### config.mk
export PLATFORM = sky130hd
export DESIGN_NAME = music_sequencer_flat
export DESIGN_NICKNAME = d
export VERILOG_FILES = /design/src/rtl/music_sequencer_if.sv /design/src/rtl/music_sequencer.sv /design/src/flat_wrapper.sv
export SDC_FILE = /design/constraint.sdc
export NUM_CORES = 1
export LEC_CHECK = 0
export CORE_MARGIN = 4
export CORE_UTILIZATION = 49
export DETAILED_ROUTE_END_ITERATION = 16
export MAX_ROUTING_LAYER = met4
export PLACE_DENSITY = 0.72
export SYNTH_ARGS = -nofsm -noshare
export SYNTH_HDL_FRONTEND = slang
export SYNTH_SLANG_ARGS = --single-unit
### constraint.sdc
create_clock -name clk -period 2.2 [get_ports clk]
set_input_delay 0.44 -clock clk [delete_from_list [all_inputs] [get_ports clk]]
set_output_delay 0.44 -clock clk [all_outputs]
set_load 0.005 [all_outputs]
### src/rtl/music_sequencer_if.sv
// -----------------------------------------------------------------------------
// music_sequencer_if
//
// Purpose: note-command handshake between a note source (ROM/FSM) and the
// square-wave note player. The source presents a command and waits for busy
// to fall before presenting the next one.
//
// Signals:
//   command [11:0] : [11:8] duration in units (0 = no command),
//                    [7:0]  half-period in pitch units (0 = rest)
//   busy           : high while a note is playing
//   q              : square-wave audio output (speaker/buzzer pin)
//
// Modports:
//   master : note source   (drives command, observes busy and q)
//   slave  : note player   (consumes command, drives busy and q)
// -----------------------------------------------------------------------------
interface music_sequencer_if;

   logic [11:0] command;
   logic        busy;
   logic        q;

   modport master (
      output command,
      input  busy,
      input  q
   );

   modport slave (
      input  command,
      output busy,
      output q
   );

endinterface

### src/rtl/music_sequencer.sv
// -----------------------------------------------------------------------------
// music_sequencer
//
// Purpose: single-voice square-wave note player. A nonzero duration field on
// the command starts a note while idle; the note then plays for exactly
// D*TICK_DIV clock cycles with q toggling every P*NOTE_DIV cycles. A pitch of
// zero is a rest: busy behaves normally but q stays low.
//
// Parameters:
//   NOTE_DIV : clk cycles per pitch unit (tone prescale)
//   TICK_DIV : clk cycles per duration unit
//
// Ports:
//   clk   : system clock, all logic on the rising edge
//   reset : synchronous, active-high reset (has priority over a new command)
//   bus   : slave side of music_sequencer_if (command in, busy/q out)
//
// All registers also carry their reset value as a power-up value, so the
// block behaves correctly with reset tied low.
// -----------------------------------------------------------------------------
module music_sequencer #(
   parameter int NOTE_DIV = 1,
   parameter int TICK_DIV = 512
) (
   input  logic               clk,
   input  logic               reset,
   music_sequencer_if.slave   bus
);

   // Counter widths: the duration counter must reach 15*TICK_DIV-1 and the
   // pitch counter must hold a half-period of up to 255*NOTE_DIV cycles.
   localparam int DUR_W   = $clog2(15 * TICK_DIV + 1);
   localparam int PITCH_W = $clog2(255 * NOTE_DIV + 1);

   typedef enum logic {
      IDLE = 1'b0,
      PLAY = 1'b1
   } state_t;

   state_t               state_q      = IDLE;
   state_t               state_d;
   logic                 busy_q       = 1'b0;
   logic                 busy_d;
   logic                 tone_q       = 1'b0;
   logic                 tone_d;
   logic [DUR_W-1:0]     dur_cnt_q    = '0;
   logic [DUR_W-1:0]     dur_cnt_d;
   logic [DUR_W-1:0]     dur_last_q   = '0;
   logic [DUR_W-1:0]     dur_last_d;
   logic [PITCH_W-1:0]   pitch_cnt_q  = '0;
   logic [PITCH_W-1:0]   pitch_cnt_d;
   logic [PITCH_W-1:0]   half_q       = '0;
   logic [PITCH_W-1:0]   half_d;

   logic                 cmd_valid;
   logic [DUR_W-1:0]     cmd_units;
   logic [PITCH_W-1:0]   cmd_pitch;
   logic                 note_done;
   logic                 half_done;

   assign cmd_valid = (bus.command[11:8] != 4'd0);
   assign cmd_units = DUR_W'(bus.command[11:8]);
   assign cmd_pitch = PITCH_W'(bus.command[7:0]);

   // The latched command is kept in pre-scaled form: the index of the last
   // cycle of the note and the half-period in clk cycles. This keeps the
   // multipliers on the command input only, off the per-cycle compare path.
   assign note_done = (dur_cnt_q == dur_last_q);
   assign half_done = (pitch_cnt_q == (half_q - PITCH_W'(1)));

   // Next-state logic for the IDLE/PLAY machine and both counters.
   // The end-of-note branch wins over tone toggling so that q is forced low
   // on the very edge busy falls.
   always_comb begin
      state_d     = state_q;
      busy_d      = busy_q;
      tone_d      = tone_q;
      dur_cnt_d   = dur_cnt_q;
      dur_last_d  = dur_last_q;
      pitch_cnt_d = pitch_cnt_q;
      half_d      = half_q;

      case (state_q)
         IDLE: begin
            busy_d      = 1'b0;
            tone_d      = 1'b0;
            dur_cnt_d   = '0;
            pitch_cnt_d = '0;
            if (cmd_valid) begin
               state_d    = PLAY;
               busy_d     = 1'b1;
               dur_last_d = (cmd_units * DUR_W'(TICK_DIV)) - DUR_W'(1);
               half_d     = cmd_pitch * PITCH_W'(NOTE_DIV);
            end
         end

         PLAY: begin
            if (note_done) begin
               state_d     = IDLE;
               busy_d      = 1'b0;
               tone_d      = 1'b0;
               dur_cnt_d   = '0;
               pitch_cnt_d = '0;
            end else begin
               dur_cnt_d = dur_cnt_q + DUR_W'(1);
               // A zero half-period is a rest: the tone stays low and the
               // pitch counter is left parked at zero.
               if (half_q != '0) begin
                  if (half_done) begin
                     tone_d      = ~tone_q;
                     pitch_cnt_d = '0;
                  end else begin
                     pitch_cnt_d = pitch_cnt_q + PITCH_W'(1);
                  end
               end
            end
         end

         default: begin
            state_d     = IDLE;
            busy_d      = 1'b0;
            tone_d      = 1'b0;
            dur_cnt_d   = '0;
            pitch_cnt_d = '0;
         end
      endcase
   end

   // State register. Reset is synchronous and clears everything, including
   // the latched note, so a command present during reset is never started.
   always_ff @(posedge clk) begin
      if (reset) begin
         state_q     <= IDLE;
         busy_q      <= 1'b0;
         tone_q      <= 1'b0;
         dur_cnt_q   <= '0;
         dur_last_q  <= '0;
         pitch_cnt_q <= '0;
         half_q      <= '0;
      end else begin
         state_q     <= state_d;
         busy_q      <= busy_d;
         tone_q      <= tone_d;
         dur_cnt_q   <= dur_cnt_d;
         dur_last_q  <= dur_last_d;
         pitch_cnt_q <= pitch_cnt_d;
         half_q      <= half_d;
      end
   end

   assign bus.busy = busy_q;
   assign bus.q    = tone_q;

endmodule

### src/flat_wrapper.sv
// flat-port wrapper written by rule: the top's interface ports become plain ports
module music_sequencer_flat 
#(
   parameter int NOTE_DIV = 1,
   parameter int TICK_DIV = 512
)
  (clk, reset, bus_command, bus_busy, bus_q);
  music_sequencer_if bus_i ();
  input  logic clk;
  input  logic reset;
  input wire logic [$bits(bus_i.command)-1:0] bus_command;
  output wire logic [$bits(bus_i.busy)-1:0] bus_busy;
  output wire logic [$bits(bus_i.q)-1:0] bus_q;
  assign bus_i.command = bus_command;
  assign bus_busy = bus_i.busy;
  assign bus_q = bus_i.q;
  music_sequencer #(.NOTE_DIV(NOTE_DIV), .TICK_DIV(TICK_DIV)) u_core (.clk(clk), .reset(reset), .bus(bus_i));
endmodule
# Word level (Yosys, flattened, before mapping)
# Index checks and enable logic that the tools add are counted.
# totals
in_bits,14
word_cells,37
regBits,45
# classes
eq_ne,5
n_bitwise,2
add_sub_neg,4
muxes,15
n_reduce_logical,4
# op_table
op,n
13-bit case mux with 2 select lines,1
8-bit 2-to-1 mux,3
8-bit case mux with 2 select lines,1
"13-bit by 1-bit adder with 13-bit output, second input constant",1
13-bit equality test,1
13-bit 2-to-1 mux,1
"13-bit by 1-bit subtractor with 13-bit output, second input constant",1
"8-bit by 1-bit adder with 8-bit output, second input constant",1
8-bit equality test,1
8-bit nonzero test,1
"8-bit by 1-bit subtractor with 8-bit output, second input constant",1
1-bit 2-to-1 mux,6
"3-bit inequality test, second input constant",2
1-bit case mux with 2 select lines,3
2-bit AND reduction,2
4-bit nonzero test,1
"2-bit inequality test, second input constant",1
1-bit inverter,2

# Logic depth before layout (Yosys ltp)
# Gate-level depths: netlist (run 1).
# logic_depth
word_depth,6
depth_mapped,8
ltp_nobuf,8

# Worst setup path after synthesis (run 1)
# OpenSTA, ideal clock, no wires.
# synth_timing
path_type,reg-to-reg
from,register u_core.half_q[0]
to,"register u_core.tone_q, in the netlist u_core.bus.q"
path_slack_ns,0.091
synth_period_minus_slack_ns,2.109
stages_incl_launch_ff,7
arrival_ns,2.039
cell_sequence,dfxtp_1 or3_1 or4b_4 xnor2_2 o2111ai_2 or4_1 a21oi_1
# synth_between
elab_chain_cells,4
elab_cells_between_ends,6
cone_classes,1 x add/sub; 3 x eq/ne; 2 x reduce/logical
# synth_rtl
item,line,source
"start, declared",music_sequencer.sv:52,logic [PITCH_W-1:0] half_q = '0;
"start signal, assigned",music_sequencer.sv:147,half_q <= half_d;
8-bit by 1-bit subtractor with 8-bit output,music_sequencer.sv:69,assign half_done = (pitch_cnt_q == (half_q - PITCH_W'(1)));
8-bit equality test,music_sequencer.sv:69,
3-bit inequality test (no line),-,
2-bit AND reduction (no line) *,-,
"end signal, assigned",music_sequencer.sv:143,tone_q <= tone_d;
"end, declared",music_sequencer.sv:44,logic tone_q = 1'b0;
# Every way passes the cells marked *; elsewhere a longest branch is shown, timed or not.
# A chain may end at the register's enable or synchronous reset.

# Final worst setup path (run 1)
# layout_timing
from,register u_core.half_q[1]
to,"register u_core.tone_q, in the netlist u_core.bus.q"
# The elaborated chain is that of the path after synthesis.

==> impl_results.md, run 1 <==
- Outcome: completed
- R2R cell count: 6
- Reg clk slew, reported paths: 0.08 ns
- # fillers: 304
- Power Density: 671 mW/mm²
- WL/cell: 12.0 µm
- Worst-margin pin slew: 0.450 ns
- # IOs: 16
- RSZ-0062 raised after global routing: yes
- Via count: 1507
- Required time at the worst-slack endpoint: 2.43 ns
- Final Skew: 0.00625 ns
- Seq/Total Area, Yosys: 40.8%
- Lkg Pwr: 0.781 nW
- Synth Cell Area: 0.00181 mm²
- Critical path cell sequence: or3_4 > or4b_4 > xnor2_2 > o2111ai_2 > or4_1 > a21oi_1
- Synth unique cells: 34
- Clock Sink Count: 37
- Global-route wire length before repair: 6.18 mm
- Post-synthesis mux area share: 0.552%
- Synth Area per Inst: 8.28 µm²
- Crit path launch: u_core.half_q[1]
- Die Wd: 68.9 µm
- Number of max-cap violations: 0
- Total track usage: 17.9%
- Main synth FF type: dfxtp_1
- Drt initial violations: 74
- Post-cts sizing count: 0
- CORE AREA: 0.00344 mm²
- HP Class: register to register
- Nets: 260
- Die footprint: 0.00474 mm²
- Post-CTS setup buffer count: 0
- Critical Path Slowest Stage Cell: or4b_4
- Adder-Cell Fraction of Synth Area: 2.76%
- Worst vdd ir: 0.451 mV
- CP top delay family: simple AND/OR/NAND/NOR gates
- Hpwl dp: 2.59 mm
- # DRC: 0
- Clk root buf: clkbuf_8
- Synth Area in XOR/XNOR: 15.4%
- # diodes: 0
- Crit Reg-Reg Endpoint: u_core.bus.q
- Vias/cell: 5.21
- Die height: 68.9 µm
- CP max stage delay: 0.53 ns
- I/O Buffers: 15
- Critical path data arrival time: 2.39 ns
- Slew HR: 70.0%
- R2r startpoint: u_core.half_q[1]
- Inst Count DP: 281
- Area delta synth->final: 19.1%
- Total grt overflow: 0
- Post-Route Setup TNS: 0 ns
- Final hold vios: 0
- Largest family of logic cells by synthesized area: simple AND/OR/NAND/NOR gates
- Clock latency on the worst-skew pair: 0.29 ns
- Initial antenna violation count: 0
- Peak Freq: 0.462 GHz
- Post-synthesis register bit count: 37
- Setup crit end kind: register
- Stages on the worst setup path: 6
- Num CTS Buffers: 5
- Routability cong.: 0.850
- Crit path max fanout: 4
- Minimum clock period: 2.17 ns
- Period Utilization, post-route: 98.5%
- Post-Route WL: 3.46 mm
- DR pass1 iterations: 4
- Largest net degree at the start of global routing: 16
- Mapped Cells: 219
- DRT antenna net count: 0
- Final Setup Violations: 0
- CTS tree: done
- Crit path buffers/inverters: 0
- Flop-to-flop setup slack: 0.03 ns
- Compound-Gate Fraction of Synth Area: 11.8%
- Mapped Nets: 237
- EDFF count, synth: 0
- Clock Path Buffers: 2
- Simple-gate share of the synthesized area: 26.4%
- CP Class: register to register
- Slew Limit Fails: 0
- Layout cells sized above 1: 10.7%
- Async SR Flop Fraction: 0%
- Critical path endpoint: u_core.bus.q
- Final Util: 62.8%
- # rows: 21
- H-Tree Depth: 2
- Syn. warnings: 0
- Cts hold-fix bufs: 0
- Vias in the first global route: 1413
- Startpoint Class: register
- Initial Utilization: 52.7%
- Post-Layout Cell Count: 289
-- worst min-delay path by stage --
stage,startpoint,to,slack (ns),depth (start not counted)
6_report,u_core.dur_cnt_q[0],u_core.dur_cnt_q[0],0.48,1
5_1_grt,u_core.half_q[1],u_core.half_q[1],0.53,2
4_1_cts,u_core.dur_cnt_q[0],u_core.dur_cnt_q[0],0.48,1
3_5_place_dp,u_core.dur_cnt_q[0],u_core.dur_cnt_q[0],0.46,1
3_3_place_gp,u_core.dur_cnt_q[0],u_core.dur_cnt_q[0],0.46,1
2_1_floorplan,u_core.dur_cnt_q[0],u_core.dur_cnt_q[0],0.44,1
-- routing by layer --
layer / track usage [%] / part of all wire [%]
met4: 9.00 / 1.6
met5: - / 0
met3: 3.57 / 3.1
met2: 25.6 / 44
met1: 23.9 / 51
-- worst reg2reg max path, cell delays in order (launching register included) --
cell and delay (ns):
dfxtp_2 0.34, or3_4 0.36, or4b_4 0.53, xnor2_2 0.15, o2111ai_2 0.16, or4_1 0.42
a21oi_1 0.13
-- Yosys cell counts, types with 2 or more instances --
library cell	instances	area (µm²)
dfxtp_1	37	741
nor2_1	37	139
nand2_1	29	109
a21oi_1	17	85.1
xnor2_1	16	140
xor2_1	14	123
clkbuf_1	7	26.3
nand4_1	6	37.5
and4_1	5	43.8
nand3_1	5	25.0
a211oi_1	4	30.0
ha_1	4	50.1
inv_1	4	15.0
o21ai_0	4	20.0
and2_1	3	18.8
nor3_1	3	15.0
nor4_1	3	18.8
o21a_1	3	22.5
nand2b_1	2	12.5
or3_1	2	12.5
-- logic make-up (layout without fill, tap and decap cells) --
group           Yosys count  in the layout
flops                    37             37
simple gates            101            101
xor+xnor                 31             31
mux                       1              1
fa+ha+maj                 4              4
buf+inv                  11             35
compound gates           34             34
-- report_power, final --
group,leakage (nW),total (W),switching (W),internal (W)
sequential,0.302,0.000731,0.0000315,0.000700
clock,0.0439,0.000466,0.000247,0.000218
combinational,0.434,0.000253,0.000128,0.000125
total,0.781,0.00145,0.000406,0.00104
-- registers in the layout (all words and copies together), names as in the netlist --
register	cells
u_core.pitch_cnt_q	8
u_core.state_q	1
u_core.bus.busy	1
u_core.half_q	8
u_core.dur_cnt_q	13
u_core.dur_last_q	5
u_core.bus.q	1
-- cells in the final DEF, fill, tap and decap left out, types with 2 or more instances in the layout --
cell type | netlist | routed
inv_1 | 4 | 4
nor2_1 | 37 | 36
xnor2_1 | 16 | 16
nand3_1 | 5 | 5
nor4_1 | 3 | 2
ha_1 | 4 | 4
and2_1 | 3 | 3
o21a_1 | 3 | 3
and4_1 | 5 | 5
clkbuf_8 | 0 | 5
nor3_1 | 3 | 3
nand2b_1 | 2 | 2
dfxtp_1 | 37 | 36
a21oi_1 | 17 | 16
a211oi_1 | 4 | 4
clkdlybuf4s50_1 | 0 | 15
nand2_1 | 29 | 29
o21ai_0 | 4 | 4
clkinv_2 | 0 | 2
xor2_1 | 14 | 14
buf_4 | 0 | 8
nand4_1 | 6 | 6
-- through the flow --
stage	area, µm²	hold WS (ns)	setup slack [ns]	total power [W]
3_5_place_dp	2060	0.462	0.0315	0.000994
2_1_floorplan	1810	0.437	0.0913	0.000907
5_1_grt	2160	0.526	-0.0577	0.00153
4_1_cts	2140	0.481	0.0125	0.00145
6_report	2160	0.483	0.0341	0.00145
3_3_place_gp	2060	0.459	0.0880	0.000988
-- layout make-up --
type                       instances  area, µm²  area share (%)
multi-input combinational        171       1050            48.6
sequential                        37        742            34.3
timing repair buffer              23        210            9.73
clock inverter                     3       17.5           0.811
clock buffer                       5       68.8            3.18
inverter                           4       15.0           0.695
tap                               46       57.6            2.66
No activity file was read; power rests on OpenSTA's default activity.
==> run 2, diff against run 1 <==
--- a/config.mk
+++ b/config.mk
@@ -10,6 +10,7 @@
 export DETAILED_ROUTE_END_ITERATION = 16
 export MAX_ROUTING_LAYER = met4
 export PLACE_DENSITY = 0.72
+export RECOVER_POWER = 25
 export SYNTH_ARGS = -nofsm -noshare
 export SYNTH_HDL_FRONTEND = slang
 export SYNTH_SLANG_ARGS = --single-unit
==> run 2 against run 1 <==
Effect of this change: critical path depth unchanged; fmax about the same; sequential power about the same; first-iteration DRC count unchanged; combinational power decreased by 2%; clock power about the same; largest cell class unchanged.
==> impl_results.md, run 2 (synthesized netlist as in run 1, its figures left out) <==
- Total track usage: 17.9% (unchanged)
- Global-route wire length before repair: 6.18 mm (unchanged)
- Crit path launch: u_core.half_q[1]
- Drt initial violations: 74 (unchanged)
- CP Class: register to register
- Lkg Pwr: 0.779 nW (-0.21%)
- Initial Utilization: 52.7% (unchanged)
- Post-Route WL: 3.46 mm (+0.12%)
- CP max stage delay: 0.53 ns (about the same)
- Area delta synth->final: 18.7%
- Clk root buf: clkbuf_8
- Met2 GRT Util: 25.6% (unchanged)
- Minimum clock period: 2.17 ns (-0.000477 ns)
- Slew Limit Fails: 0 (unchanged)
- Critical Path Slowest Stage Cell: or4b_4
- Slew HR: 70.0% (about the same)
- WL/cell: 12.0 µm (+0.12%)
- Largest net degree at the start of global routing: 16 (unchanged)
- R2r startpoint: u_core.half_q[1]
- Cts hold-fix bufs: 0 (unchanged)
- Number of max-cap violations: 0 (unchanged)
- Hpwl dp: 2.59 mm (unchanged)
- HP Class: register to register
- Hold_sp: u_core.dur_cnt_q[0]
- Commonest cells after routing, fill and taps aside: nor2_1, dfxtp_1, nand2_1, xnor2_1, a21oi_1
- Met1 Usage GRT: 23.9% (unchanged)
- Num CTS Buffers: 5 (unchanged)
- Clock Path Buffers: 2 (unchanged)
- Required time at the worst-slack endpoint: 2.43 ns (about the same)
- Largest Register: u_core.dur_cnt_q
- Final Setup Violations: 0 (unchanged)
- CTS tree: done
- Startpoint Class: register
- Die Wd: 68.9 µm (unchanged)
- Outcome: completed
- Critical path data arrival time: 2.39 ns (about the same)
- Total grt overflow: 0 (unchanged)
- Die height: 68.9 µm (unchanged)
- Worst vdd ir: 0.451 mV (about the same)
- DR pass1 iterations: 4 (unchanged)
- Initial antenna violation count: 0 (unchanged)
- # DRC: 0 (unchanged)
- Hold slack: 0.483 ns (unchanged)
- Reg clk slew, reported paths: 0.08 ns (about the same)
- Final Util: 62.6% (-0.22 points)
- Die footprint: 0.00474 mm² (unchanged)
- Vias in the first global route: 1413 (unchanged)
- Period Utilization, post-route: 98.4% (about the same)
- Critical path cell sequence: or3_4 > or4b_4 > xnor2_2 > o2111ai_2 > or4_1 > a21oi_1
- GRT Max-Usage Layer: met2
- H-Tree Depth: 2 (unchanged)
- Inst Count DP: 281 (unchanged)
- RSZ-0062 raised after global routing: yes
- Final WS setup: 0.0346 ns (+0.000477 ns)
- Peak Freq: 0.462 GHz (about the same)
- Max reg flops: 13 (unchanged)
- Setup crit end kind: register
- # diodes: 0 (unchanged)
- Top Registers: u_core.dur_cnt_q x13, u_core.half_q x8, u_core.pitch_cnt_q x8
- Power Density: 671 mW/mm² (about the same)
- Vias/cell: 5.22 (+0.13%)
- Clock latency on the worst-skew pair: 0.29 ns (about the same)
- Post-Route Setup TNS: 0 ns (unchanged)
- Layout cells sized above 1: 9.88% (-0.82 points)
- Worst-margin pin slew: 0.450 ns (+0.000135 ns)
- Clock Sink Count: 37 (unchanged)
- CORE AREA: 0.00344 mm² (unchanged)
- # rows: 21 (unchanged)
- Final hold vios: 0 (unchanged)
- Nets: 260 (unchanged)
- I/O Buffers: 15 (unchanged)
- DRT antenna net count: 0 (unchanged)
- Post-Layout Cell Count: 289 (unchanged)
- Crit path max fanout: 4 (unchanged)
- GR Layer Usage met3: 3.57% (unchanged)
- Via count: 1509 (+0.13%)
- # IOs: 16 (unchanged)
- Final Skew: 0.00631 ns (+0.0000614 ns)
- Pre-CTS WS: 0.0315 ns (unchanged)
- Routability cong.: 0.850 (unchanged)
run 2: changes by cell type in the layout (fill, tap and decap cells not counted):
| cell | change |
|---|---|
| clkdlybuf4s50_1 | -3 |
| dlygate4sd3_1 | +3 |
| buf_4 | -2 |
| clkbuf_1 | +2 |
run 2: through the flow:
stage	power, W	area [µm²]
3_3_place_gp	0.000988	2060
3_5_place_dp	0.000994	2060
5_1_grt	0.00152	2150
4_1_cts	0.00145	2140
6_report	0.00145	2150
2_1_floorplan	0.000907	1810
run 2: final cells by class:
class	instances	area [µm²]
flip-flops and latches	37	742
inverters	4	15.0
well taps	46	57.6
clock buffers	5	68.8
repair buffers	23	203
multi-input cells	171	1050
clock inverters	3	17.5
fillers	302	1290
run 2: critical path, delay by kind of cell (launching register included):
family | cells | cell delay [ns]
DFF | 1 | 0.34
AOI/OAI and AO/OA | 2 | 0.29
xor gates and xnor gates | 1 | 0.15
and+or+nand+nor | 3 | 1.31
run 2: what timing repair did:
item / CTS / global route
setup endpoints to repair: 0 / 8
buffers inserted: 0 / 0
resized for setup: 0 / 5
run 2: power breakdown:
part / switching [W] / internal (W) / total [W]
combinational: 0.000128 / 0.000121 / 0.000248
sequential: 0.0000315 / 0.000700 / 0.000731
clock: 0.000247 / 0.000218 / 0.000466
run 2: path summary, 6_finish.rpt:
| path | end | depth (start not counted) | slack [ns] |
|---|---|---|---|
| setup / recovery | u_core.bus.q | 6 | 0.03 |
| hold / removal | u_core.dur_cnt_q[0] | 1 | 0.48 |
| setup reg to reg | u_core.bus.q | 6 | 0.03 |
| hold reg to reg | u_core.dur_cnt_q[0] | 1 | 0.48 |
run 2: per-layer routing:
metal  vias to the layer above  routed length, µm
met4                         0                 55
met2                        22               1540
met1                       690               1760
met3                         5                107
met5                         -                  0
li1                        792                  -
==> RTL change 1 (settings of run 1) <==
`TICK_DIV` is set to 512 in 2 places; all go to 256.
--- a/src/rtl/music_sequencer.sv
+++ b/src/rtl/music_sequencer.sv
@@ -20,7 +20,7 @@
 // -----------------------------------------------------------------------------
 module music_sequencer #(
    parameter int NOTE_DIV = 1,
-   parameter int TICK_DIV = 512
+   parameter int TICK_DIV = 256
 ) (
    input  logic               clk,
    input  logic               reset,
--- a/src/flat_wrapper.sv
+++ b/src/flat_wrapper.sv
@@ -2,7 +2,7 @@
 module music_sequencer_flat 
 #(
    parameter int NOTE_DIV = 1,
-   parameter int TICK_DIV = 512
+   parameter int TICK_DIV = 256
 )
   (clk, reset, bus_command, bus_busy, bus_q);
   music_sequencer_if bus_i ();
Function: same outputs for any inputs over 10 cycles, from zero or initial values and one cycle with reset high; that may be too few to reach the edited logic, so the function may still have changed.
==> RTL change 1 against run 1 <==
Total power grew 2.3%. Die area grew 4.0%. Area after synthesis grew 4.6%. Clock skew shrank 2.9 ps. Clock power grew 7.1%. Sequential power shrank 2%. Worst setup slack gained 60 ps. Sequential cell count shrank 1. Wire length grew 12%. Synthesized cell count grew 5.5%. Cell area grew 5.3%. Largest power group unchanged.
==> RTL change 1: results (changes against run 1) <==
run status=completed; GP Congestion=0.811 (-4.6%); prevailing post-synth register cell=dfxtp_1; antenna violations before repair=0 (unchanged); clk_lat worst skew=290 ps (about the same); final net count=277 (+6.5%); Yosys warning count=0 (unchanged); xor-xnor portion of the synthesized cell area=0.124 (-0.0298); number of library cell types mapped by synthesis=42 (+24%); estimated wirelength of the detail-placed design=2840 um (+9.8%); total of fill cells in the finished design=341 (+12%); number of buffers created by CTS=5 (unchanged); aggregate routed wire length=3880 um (+12%); global routing met1 resource utilization=0.197 (-0.0418); launch point of the critical path=u_core.dur_cnt_q[7]; Top delay family on crit path=simple AND/OR/NAND/NOR gates; final cell count without fillers=307 (+6.2%); routing usage on met2=0.284 (+0.0284); worst-path cell with the longest stage delay=or4_1; global-route wire length before repair=6780 um (+9.7%); Post-Route Skew=3.31 ps (-2.94 ps); proportion of synthesized area in mux cells=0 (-0.00552); data arrival time of the critical path=2330 ps (-60 ps); share of post-route cells with drive strength above 1=0.139 (+0.0320); average footprint of a synthesized cell=8.21 um^2 (-0.88%); count of placed standard cells including taps=297 (+5.7%); static leakage=0.862 nW (+10%); DR vias/cell=5.34 (+2.4%); relative max-transition margin=0.499 (-0.201); Largest regs=u_core.dur_cnt_q: 12 flops, u_core.half_q: 8 flops, u_core.pitch_cnt_q: 8 flops; cells taking the most area after synthesis=dfxtp_1 38%, xor2_1 6.5%, nand2_1 6.1%; overall routing resource usage=0.174 (-0.00435); peak ir drop on the vdd network=413 uV (-8.5%); pin count of the biggest net entering global routing=16 (unchanged); adder-cell area share of the yosys netlist=0.0264 (-0.00120); Compound-Gate Fraction of Synth Area=0.156 (+0.0377); Mapped Nets=249 (+5.1%); vias in the first global route=1628 (+15%); DR iter-0 viols=89 (+20%); largest fanout on the critical path=5 (+1); sequential fraction of the synthesis area=0.380 (-0.0283); Commonest cells post-synth=36 x dfxtp_1, 31 x nand2_1, 28 x nor2_1; fraction of met3 tracks used by global routing=0.0331 (-0.00256)
[RTL change 1: cell count changes after synthesis, sizes merged, moves of 3 or more]
cell | run 1 | this run
xnor2 | 17 | 11
and4 | 5 | 0
nor3 | 3 | 8
inv | 4 | 8
or3 | 2 | 6
o21ai | 4 | 7
nor2 | 37 | 28
nand3 | 5 | 12
buf | 0 | 4
a31oi | 0 | 3
[RTL change 1: path summary, 6_finish.rpt]
kind | depth (start not counted) | slack (ps) | to
setup / recovery | 6 | 90 | u_core.pitch_cnt_q[7]
hold / removal | 1 | 460 | u_core.dur_cnt_q[0]
setup reg to reg | 6 | 90 | u_core.pitch_cnt_q[7]
hold reg to reg | 1 | 460 | u_core.dur_cnt_q[0]
[RTL change 1: worst reg2reg max path: cells and delay by family (launching register included)]
family | cells | cell delay, ps
AND/OR/NAND/NOR | 3 | 1250
AO/OA/AOI/OAI | 3 | 440
flip-flops | 1 | 350
[RTL change 1: timing repair]
item	CTS	global route
resized for setup	0	2
setup endpoints to repair	0	5
endpoints found under the hold margin	0	0
buffers inserted	0	3
[RTL change 1: routing by layer]
layer | part of all wire | up-vias
met5 | 0 | -
met4 | 0.031 | 0
met3 | 0.030 | 15
met2 | 0.47 | 27
met1 | 0.46 | 742
li1 | - | 855
[RTL change 1: through the flow]
stage / TNS [ps] / setup slack [ps] / power (mW) / hold slack [ps] / area [um^2]
final: 0 / 93.8 / 1.48 / 465 / 2280
after global placement: 0 / 103 / 0.993 / 444 / 2150
after detailed placement: 0 / 71.3 / 0.996 / 453 / 2150
after floorplan: 0 / 44.3 / 0.910 / 426 / 1900
after global routing: -13.4 / -12.1 / 1.56 / 501 / 2280
after CTS: 0 / 54.3 / 1.50 / 468 / 2250
[RTL change 1: layout make-up]
class | count | area share
tap | 48 | 0.0264
clock buffer | 7 | 0.0423
multi-input combinational | 178 | 0.486
sequential | 36 | 0.317
inverter | 8 | 0.0132
timing repair buffer | 30 | 0.115
[RTL change 1: where the power goes]
group          switching, mW  internal [mW]  leakage, nW
logic                  0.143          0.129        0.518
registers             0.0311          0.682        0.294
clock network          0.220          0.278       0.0503
[RTL change 1: cells by family (layout without fill, tap and decap cells)]
group | count (synthesis) | after routing
buffers and inverters | 17 | 45
xor gates and xnor gates | 26 | 26
AOI/OAI and AO/OA | 44 | 44
adders and majority gates | 4 | 4
and+or+nand+nor | 104 | 104
DFF | 36 | 36
==> RTL change 2 (config.mk and constraints of run 1) <==
Made on the original files. Reset style: asynchronous (`reset`), changed in one clocked block. Comments in the files are not updated.
--- a/src/rtl/music_sequencer.sv
+++ b/src/rtl/music_sequencer.sv
@@ -128,7 +128,7 @@
 
    // State register. Reset is synchronous and clears everything, including
    // the latched note, so a command present during reset is never started.
-   always_ff @(posedge clk) begin
+   always_ff @(posedge clk or posedge reset) begin
       if (reset) begin
          state_q     <= IDLE;
          busy_q      <= 1'b0;
Check against the original RTL: differs if reset is asserted again (counterexample within 4 cycles, from zero or initial values and one cycle with reset high); with reset held inactive, the same outputs for 10 cycles.
==> RTL change 2 against run 1 <==
The run now ends with negative setup slack left. Wire length grew 5.0%. Area after synthesis grew 9.5%. Worst setup slack lost 100 ps. Cell area grew 11%. Sequential share of layout area grew 4.4 points. Cell count grew 2.1%. Sequential cell count is the same. Critical endpoint is now u_core.bus.q. Largest cell class unchanged.
Power is not compared: it rests on default switching activity, and its combinational part moved more than twofold at a synthesized area within 25%.
==> RTL change 2: results (changes against run 1) <==
global routing met1 resource utilization=0.217 (-0.0213); sequential fraction of the synthesis area=0.466 (+0.0577); Mapped Cells=217 (-0.91%); overall routing resource usage=0.160 (-0.0191); GP Congestion=0.884 (+4.0%); clock slew at the register clock pins of the worst setup and hold paths=70 ps; Yosys warning count=0 (unchanged); number of library cell types mapped by synthesis=39 (+15%); Setup-failing EPs final=3 (+3); aggregate routed wire length=3630 um (+5.0%); routing usage on met2=0.227 (-0.0294); peak ir drop on the vdd network=604 uV; global-route wire length before repair=6240 um (+1.1%); maximum level of the CTS H-tree=2 (unchanged); length of the first detailed-routing pass in iterations=4 (unchanged); Worst Hold Path Cells=1 (unchanged); run status=complete, but fails checks; Mapped Nets=235 (-0.84%); asr flop ratio synth=1.00 (+1.00); quantity of I/O buffers inserted on ports=15 (unchanged); DR vias/cell=5.19 (-0.54%); clk root buf=clkbuf_8; worst setup margin=-68.0 ps (-102 ps); share of post-route cells with drive strength above 1=0.162 (+0.0549); largest fanout on the critical path=4 (unchanged); Post-Route Skew=1.91 ps (-4.34 ps); number of buffers created by CTS=5 (unchanged); total of fill cells in the finished design=320 (+5.3%); antenna violations before repair=0 (unchanged); final cell count without fillers=295 (+2.1%); data arrival time of the critical path=2490 ps (+100 ps); class of the tightest hold or removal check=flop to flop; Commonest cells post-synth=37 x dfrtp_1, 35 x nand2_1, 25 x nor2_1; final net count=264 (+1.5%); vias in the first global route=1401 (-0.85%); DR iter-0 viols=73 (-1.4%); cells on worst reg2reg path=6 (unchanged); pin count of the biggest net entering global routing=38 (+22); diode count=0 (unchanged); violated checks=negative setup slack; clk_lat worst skew=290 ps (about the same); count of placed standard cells including taps=286 (+1.8%); largest buffer count on any clock path=2 (unchanged); static leakage=1.09 nW; relative max-transition margin=0.704 (+0.00421); fraction of met3 tracks used by global routing=0.0379 (+0.00221); Largest regs=u_core.dur_cnt_q: 13 flops, u_core.half_q: 8 flops, u_core.pitch_cnt_q: 8 flops; cells taking the most area after synthesis=dfrtp_1 47%, xor2_1 8.4%, nand2_1 6.6%; estimated wirelength of the detail-placed design=2680 um (+3.6%)
==> RTL change 2: cell types whose count changed after synthesis, moves of 4 or more <==
| cell | run 1 | this run |
|---|---|---|
| a21oi_1 | 17 | 5 |
| and3_1 | 1 | 5 |
| dfrtp_1 | 0 | 37 |
| dfxtp_1 | 37 | 0 |
| inv_1 | 4 | 11 |
| nand2_1 | 29 | 35 |
| nand3_1 | 5 | 11 |
| nand4_1 | 6 | 1 |
| nor2_1 | 37 | 25 |
| o21ai_0 | 4 | 12 |
| xnor2_1 | 16 | 12 |
| xor2_1 | 14 | 19 |
==> RTL change 2: logic make-up after synthesis <==
family	after synthesis	synth area share
buf+inv	17	0.0378
xor+xnor	31	0.137
compound gates	28	0.0894
flops	37	0.466
fa+ha+maj	4	0.0252
simple gates	100	0.245
==> RTL change 2: timing repair <==
action,4_1_cts,5_1_grt
setup endpoints to repair,7,24
resized for setup,0,9
gates cloned,0,0
hold endpoints to repair,0,0
pin swaps,3,6
setup buffers,0,1
==> RTL change 2: layout make-up <==
type	instances	area share
multi-input cells	163	0.431
flip-flops and latches	37	0.387
repair buffers	28	0.104
clock buffers	5	0.0288
well taps	48	0.0251
inverters	11	0.0173
clock inverters	3	0.00732
==> RTL change 2: worst paths after layout <==
| path | startpoint | end | slack (ps) |
|---|---|---|---|
| min reg2reg | u_core.dur_cnt_q[0] | u_core.dur_cnt_q[0] | 480 |
| max | u_core.half_q[1] | u_core.bus.q | -70 |
| max reg2reg | u_core.half_q[1] | u_core.bus.q | -70 |
| max in group asynchronous | reset | u_core.half_q[4] | 1330 |
| min in group asynchronous | reset | u_core.pitch_cnt_q[0] | 560 |
| min | u_core.dur_cnt_q[0] | u_core.dur_cnt_q[0] | 480 |
==> RTL change 2: metrics by stage <==
step	area, um^2	util	TNS, ps	worst slack, ps
4_1_cts	2360	0.621	-126	-72.9
3_3_place_gp	2270	0.598	-82.9	-25.1
3_5_place_dp	2270	0.598	-395	-70.6
5_1_grt	2390	0.630	-804	-139
2_1_floorplan	2010	-	0	17.2
6_report	2390	0.630	-77.8	-68.0
==> RTL change 2: power by group <==
part | switching, mW | internal (mW) | leakage (nW)
combinational | 0.328 | 0.374 | 0.577
clock | 0.228 | 0.218 | 0.0439
sequential | 0.209 | 0.844 | 0.466
==> RTL change 2: per-layer routing <==
metal	wire length [um]	part of all wire	vias to the layer above
met5	0	0	-
met1	1810	0.50	703
met2	1570	0.43	36
met4	65	0.018	0
li1	-	-	784
met3	183	0.050	7
==> RTL change 2: critical path, stage by stage, from the launching register on <==
cell and delay (ps):
dfrtp_1 390, or4_4 550, or4b_4 490, a21oi_2 160, o211ai_2 140, or3_1 350, a21oi_2 120
